File: src/rtl/snake_body_ctrl.sv
// snake_body_ctrl: controller for a snake body that is stored in an external,
// free-running DEPTH-stage shift register (sr_in -> ... -> sr_out).
// Element i of the body passes sr_out whenever the phase counter equals i.
// A move rewrites the whole ring in one pass:
//   - the new head direction goes in at phase 0;
//   - every other element moves back by one index.
// Optional feature macro: SNAKE_BODY_SCAN_EN adds a registered element stream
// on scan_valid / scan_index / scan_data. When the macro is undefined, those
// outputs are tied to 0.
module snake_body_ctrl #(
  parameter int WIDTH    = 2,
  parameter int DEPTH    = 234,
  parameter int INIT_LEN = 3,
  localparam int PW      = (DEPTH > 1) ? $clog2(DEPTH) : 1,
  localparam int LW      = $clog2(DEPTH + 1)
) (
  input  logic             clk,
  input  logic             rst,
  input  logic [WIDTH-1:0] sr_out,
  output logic [WIDTH-1:0] sr_in,
  input  logic             move_valid,
  output logic             move_ready,
  input  logic [WIDTH-1:0] move_dir,
  input  logic             move_grow,
  output logic             move_done,
  output logic             tail_valid,
  output logic [WIDTH-1:0] tail_dir,
  output logic [LW-1:0]    length,
  output logic             full,
  output logic             scan_valid,
  output logic [PW-1:0]    scan_index,
  output logic [WIDTH-1:0] scan_data
);

  typedef enum logic [1:0] {
    ST_INIT  = 2'd0,
    ST_IDLE  = 2'd1,
    ST_ALIGN = 2'd2,
    ST_SHIFT = 2'd3
  } state_t;

  state_t           state_q, state_d;
  logic [PW-1:0]    p_q, p_d;
  logic [WIDTH-1:0] hold_q, hold_d;
  logic [WIDTH-1:0] dir_q, dir_d;
  logic             grow_q, grow_d;
  logic [LW-1:0]    length_q, length_d;
  logic             move_done_q, move_done_d;
  logic             tail_valid_q, tail_valid_d;
  logic [WIDTH-1:0] tail_dir_q, tail_dir_d;

  logic p_last_s;
  logic full_s;
  logic accept_s;
  logic shift_last_s;
  logic tail_hit_s;

  assign p_last_s     = (p_q == PW'(DEPTH - 1));
  assign full_s       = (length_q == LW'(DEPTH));
  assign accept_s     = (state_q == ST_IDLE) && move_valid;
  assign shift_last_s = (state_q == ST_SHIFT) && p_last_s;
  // The tail leaves the body unless the move actually grows it (saturated growth drops).
  assign tail_hit_s   = (state_q == ST_SHIFT) && (!grow_q || full_s) &&
                        (LW'(p_q) == (length_q - LW'(1)));

  assign move_done  = move_done_q;
  assign tail_valid = tail_valid_q;
  assign tail_dir   = tail_dir_q;
  assign length     = length_q;
  assign full       = full_s;

  // State and datapath registers with synchronous reset.
  always_ff @(posedge clk) begin
    if (rst) begin
      state_q      <= ST_INIT;
      p_q          <= {PW{1'b0}};
      hold_q       <= {WIDTH{1'b0}};
      dir_q        <= {WIDTH{1'b0}};
      grow_q       <= 1'b0;
      length_q     <= LW'(INIT_LEN);
      move_done_q  <= 1'b0;
      tail_valid_q <= 1'b0;
      tail_dir_q   <= {WIDTH{1'b0}};
    end else begin
      state_q      <= state_d;
      p_q          <= p_d;
      hold_q       <= hold_d;
      dir_q        <= dir_d;
      grow_q       <= grow_d;
      length_q     <= length_d;
      move_done_q  <= move_done_d;
      tail_valid_q <= tail_valid_d;
      tail_dir_q   <= tail_dir_d;
    end
  end

  // Next-state logic: every pass boundary is the phase DEPTH-1 cycle.
  always_comb begin
    state_d = state_q;
    case (state_q)
      ST_INIT:  if (p_last_s) state_d = ST_IDLE; else state_d = ST_INIT;
      ST_IDLE: begin
        if (move_valid) begin
          if (p_last_s) state_d = ST_SHIFT; else state_d = ST_ALIGN;
        end else begin
          state_d = ST_IDLE;
        end
      end
      ST_ALIGN: if (p_last_s) state_d = ST_SHIFT; else state_d = ST_ALIGN;
      ST_SHIFT: if (p_last_s) state_d = ST_IDLE;  else state_d = ST_SHIFT;
      default:  state_d = ST_INIT;
    endcase
  end

  // Ring input and handshake: clear, recirculate, or shift back by one element.
  always_comb begin
    sr_in      = {WIDTH{1'b0}};
    move_ready = 1'b0;
    case (state_q)
      ST_INIT: begin
        sr_in      = {WIDTH{1'b0}};
        move_ready = 1'b0;
      end
      ST_IDLE: begin
        sr_in      = sr_out;
        move_ready = 1'b1;
      end
      ST_ALIGN: begin
        sr_in      = sr_out;
        move_ready = 1'b0;
      end
      ST_SHIFT: begin
        if (p_q == {PW{1'b0}}) sr_in = dir_q; else sr_in = hold_q;
        move_ready = 1'b0;
      end
      default: begin
        sr_in      = {WIDTH{1'b0}};
        move_ready = 1'b0;
      end
    endcase
  end

  // Phase counter, move latches, length update and the done/tail pulses.
  always_comb begin
    if (p_last_s) p_d = {PW{1'b0}}; else p_d = p_q + PW'(1);
    if (state_q == ST_SHIFT) hold_d = sr_out; else hold_d = hold_q;
    if (accept_s) begin
      dir_d  = move_dir;
      grow_d = move_grow;
    end else begin
      dir_d  = dir_q;
      grow_d = grow_q;
    end
    if (shift_last_s && grow_q && !full_s) length_d = length_q + LW'(1);
    else length_d = length_q;
    move_done_d  = shift_last_s;
    tail_valid_d = tail_hit_s;
    if (tail_hit_s) tail_dir_d = sr_out; else tail_dir_d = tail_dir_q;
  end

`ifdef SNAKE_BODY_SCAN_EN
  logic             scan_valid_q, scan_valid_d;
  logic [PW-1:0]    scan_index_q, scan_index_d;
  logic [WIDTH-1:0] scan_data_q, scan_data_d;

  assign scan_valid = scan_valid_q;
  assign scan_index = scan_index_q;
  assign scan_data  = scan_data_q;

  // Element stream: one element per cycle, tagged valid while inside the body.
  always_comb begin
    if (state_q == ST_INIT) begin
      scan_valid_d = 1'b0;
      scan_index_d = {PW{1'b0}};
      scan_data_d  = {WIDTH{1'b0}};
    end else begin
      scan_valid_d = (LW'(p_q) < length_q);
      scan_index_d = p_q;
      scan_data_d  = sr_out;
    end
  end

  // Scan output registers.
  always_ff @(posedge clk) begin
    if (rst) begin
      scan_valid_q <= 1'b0;
      scan_index_q <= {PW{1'b0}};
      scan_data_q  <= {WIDTH{1'b0}};
    end else begin
      scan_valid_q <= scan_valid_d;
      scan_index_q <= scan_index_d;
      scan_data_q  <= scan_data_d;
    end
  end
`else
  assign scan_valid = 1'b0;
  assign scan_index = {PW{1'b0}};
  assign scan_data  = {WIDTH{1'b0}};
`endif

endmodule

File: config.mk
export PLATFORM = sky130hd
export DESIGN_NAME = snake_body_ctrl
export DESIGN_NICKNAME = d
export VERILOG_FILES = /design/src/rtl/snake_body_ctrl.sv
export SDC_FILE = /design/constraint.sdc
export NUM_CORES = 1
export LEC_CHECK = 0
export CAP_MARGIN = 25
export CORE_UTILIZATION = 50
export CTS_CLUSTER_DIAMETER = 50
export DETAILED_ROUTE_END_ITERATION = 8
export GPL_TIMING_DRIVEN = 1
export HOLD_SLACK_MARGIN = 0.06
export PLACE_DENSITY = 0.75
export SYNTH_ARGS = -nofsm -noshare
export SYNTH_HDL_FRONTEND = slang
export SYNTH_SLANG_ARGS = --single-unit
File: constraint.sdc
create_clock -name clk -period 2.4 [get_ports clk]
set_input_delay 0.24 -clock clk [delete_from_list [all_inputs] [get_ports clk]]
set_output_delay 0.24 -clock clk [all_outputs]
set_load 0.02 [all_outputs]
==> results.sh <==
export IMPL_status="completed"
export IMPL_timing_final_crit_share_pct=94.0
export IMPL_first_pass_iters=4
export IMPL_fin_setup_tns_ps=0
export IMPL_worst_ep_arrival_time_ps=2010
export IMPL_htreeDepth=1
export IMPL_route_vias_total=1399
export IMPL_avgRoutedWirePerCell_um=11.9
export IMPL_grt_max_degree=16
export IMPL_detail_route_vias_per_cell=5.11
export IMPL_r2r_end="tail_dir[1]"
export IMPL_drv_cap=0
export IMPL_finClkSkew_ps=10.7
export IMPL_critPathLaunchType="register"
export IMPL_drc_errors=0
export IMPL_io_pins=35
export IMPL_cp_max_fo=9
export IMPL_synth_edf_count=0
export IMPL_ys_seq_elements=27
export IMPL_grt_remaining_overflow=0
export IMPL_worstSkewPairLatency_ps=340
export IMPL_powerDensity_nw_per_um2=364
export IMPL_hpwl_um=2520
export IMPL_dieWidth_um=61.1
export IMPL_cp_top_family="simple AND/OR/NAND/NOR gates"
export IMPL_reg2reg_setup_slack_ps=260
export IMPL_synth_most_common_cell="nor2_1"
export IMPL_cts_tree="done"
export IMPL_required_ps=2160
export IMPL_synthTopCellsByCount="28 x nor2_1, 27 x dfxtp_1, 14 x xnor2_1"
export IMPL_max_stage_delay_ps=420
export IMPL_hold_path_end="grow_q"
export IMPL_antenna_found_initial=0
export IMPL_start_util_pct=52.3
export IMPL_synthCells=207
export IMPL_yosysTopAreaCellShare_pct=30.9
export IMPL_hold_path_class="in -> reg"
export IMPL_p_leak_nw=0.772
export IMPL_syn_to_final_growth_pct=14.6
export IMPL_drive_gt1_share_pct=8.33
export IMPL_num_rows=21
export IMPL_slew_headroom_pct=59.2
export IMPL_slew_violations=0
export IMPL_peakVddDrop_uv=213
export IMPL_crit_buf_inv=1
export IMPL_hold_viol=0
export IMPL_drt_antenna_violating_nets=0
export IMPL_hold_path_startpoint="move_grow"
export IMPL_die_area_um2=3730
export IMPL_end_kind="primary output"
export IMPL_yosys_warnings=0
export IMPL_core_area_um2=3340
export IMPL_dr_first_iter_drc_count=65
export IMPL_grt_pass1_wl_um=5110
export IMPL_synth_area_leaders="dfxtp_1 31%, ha_1 7.2%, xnor2_1 7.0%, nor2_1 6.0%, buf_4 4.7%"
export IMPL_ys_flop_type="dfxtp_1"
export IMPL_die_y_um=61.1
export IMPL_place_congestion=0.774
export IMPL_worst_pin_slew_ps=608
export IMPL_syn_area_per_cell_um2=8.44
export IMPL_io_buffers=23
export IMPL_worstReg2RegStart="length[1]"
export IMPL_crit_type="reg -> out"
export IMPL_reg2reg_depth=7
export IMPL_cts_root_buf="clkbuf_4"
export IMPL_postSynth_asyncResetShare_pct=0
export IMPL_cp_cell_sequence="nor4_1, nand3_1, mux2_2, a22oi_1, nor2_1, dlygate4sd2_1"
export IMPL_wirelength_um=3250
export IMPL_nFillCells=321
export IMPL_synth_cell_types=47
export IMPL_synth_seq_area_share_pct=30.9
export IMPL_finalPower_w=0.000729
export IMPL_n_antenna_cell=0
export IMPL_clockBufferDepth=2
export IMPL_final_nets=247
export IMPL_syn_cell_area_um2=1750
export IMPL_worstHoldPathCells=3
export IMPL_numCtsBuffers=3
export IMPL_grt_pass1_vias=1117
export IMPL_cts_clk_slew_worst_paths_ps=150
export IMPL_setup_violations=0
export IMPL_max_clock_freq_mhz=443
export IMPL_min_period_ps=2250
export IMPL_cp_slowest_cell="dfxtp_1"
export IMPL_grt_usage_pct=18.3
export IMPL_synth_top_area_cell="dfxtp_1"
export IMPL_rsz0062_at_grt="false"
export IMPL_cts_num_sinks=27
[cells in the final DEF (no fill, tap or decap), types with 2 or more instances in the layout]
cell type         n
nor3_1            6
dlygate4sd2_1     2
mux2i_1           2
mux2_2            2
nor4_1            5
o311ai_2          2
nand2_1           9
a22oi_1           2
nor2_1           28
and2_1            2
dfxtp_1          27
nor2b_1           3
nand4_1           2
o2bb2a_1          2
o21ai_0           2
a21oi_1           4
nand2b_1          7
conb_1           11
ha_1             10
xor2_1            9
inv_1            10
xnor2_1          14
nand3_1           9
buf_4             7
and3_1            6
clkdlybuf4s50_1  21
clkbuf_4          3
[worst max path at each step]
stage / start / endpoint / slack, ps / cells past startpoint
floorplan: length[0] / tail_dir[0] / 260 / 8
global placement: p_q[2] / sr_in[0] / 340 / 6
detailed placement: length[1] / tail_dir[0] / 280 / 7
CTS: p_q[2] / sr_in[0] / 130 / 6
global route: p_q[2] / sr_in[1] / 10 / 6
finish: p_q[2] / sr_in[0] / 150 / 6
[state kept, by name, indices dropped and copies added, names as in the netlist]
signal      cells
p_q             8
tail_valid      1
hold_q          2
move_done       1
grow_q          1
state_q         2
tail_dir        2
length          8
dir_q           2
[per-stage QoR]
step / instance area [um2] / hold WS [ps] / worst slack, ps / utilization (%) / instances
6_report: 2000 / 440 / 145 / 60.0 / 274
5_1_grt: 2000 / 458 / 11.2 / 60.0 / 274
4_1_cts: 2000 / 436 / 128 / 60.0 / 274
3_5_place_dp: 1980 / 448 / 284 / 59.2 / 270
3_3_place_gp: 1980 / 445 / 339 / 59.2 / 270
2_1_floorplan: 1780 / 387 / 261 / - / 217
[cells by family (layout without fill, tap and decap cells)]
kind of cell / after synthesis / count (layout) / synth area share, %
and+or+nand+nor: 87 / 87 / 26.8
buffers and inverters: 33 / 44 / 10.6
DFF: 27 / 27 / 30.9
xor gates and xnor gates: 23 / 23 / 11.5
AOI/OAI and AO/OA: 22 / 22 / 10.3
adders and majority gates: 10 / 10 / 7.16
muxes: 4 / 4 / 2.44
other: 1 / 11 / 0.215
[worst reg2reg max path, cell delays in order, from the launching register on]
cell and delay (ps):
dfxtp_1 410, inv_1 100, ha_1 210, or3b_1 370
or3_1 370, xor2_1 200, o211ai_2 160, o311ai_2 250
[final cells by class]
type / instances / area, um2 / share of cell area, %
sequential: 27 / 541 / 27.0
tap: 46 / 57.6 / 2.88
timing repair buffer: 30 / 280 / 14.0
inverter: 10 / 37.5 / 1.88
multi-input combinational: 157 / 1060 / 52.9
clock buffer: 3 / 22.5 / 1.13
clock inverter: 1 / 5.00 / 0.250
[what timing repair did]
action	CTS	global route
buffers inserted	0	0
gates resized for setup	2	0
setup endpoints to repair	2	0
hold buffers	0	0
endpoints found under the hold margin	0	0
[report_power, final]
group,switching (W),internal [W]
combinational,0.0000404,0.0000256
sequential,0.00000520,0.000453
clock,0.000142,0.0000628
total,0.000188,0.000541
[per-layer routing]
| layer | global-route usage (%) | part of all wire, % |
|---|---|---|
| met1 | 25.8 | 49 |
| met2 | 28.6 | 46 |
| met3 | 2.52 | 2.9 |
| met4 | 6.82 | 1.6 |
| met5 | 0 | 0 |
Power figures use the tool's default switching activity.
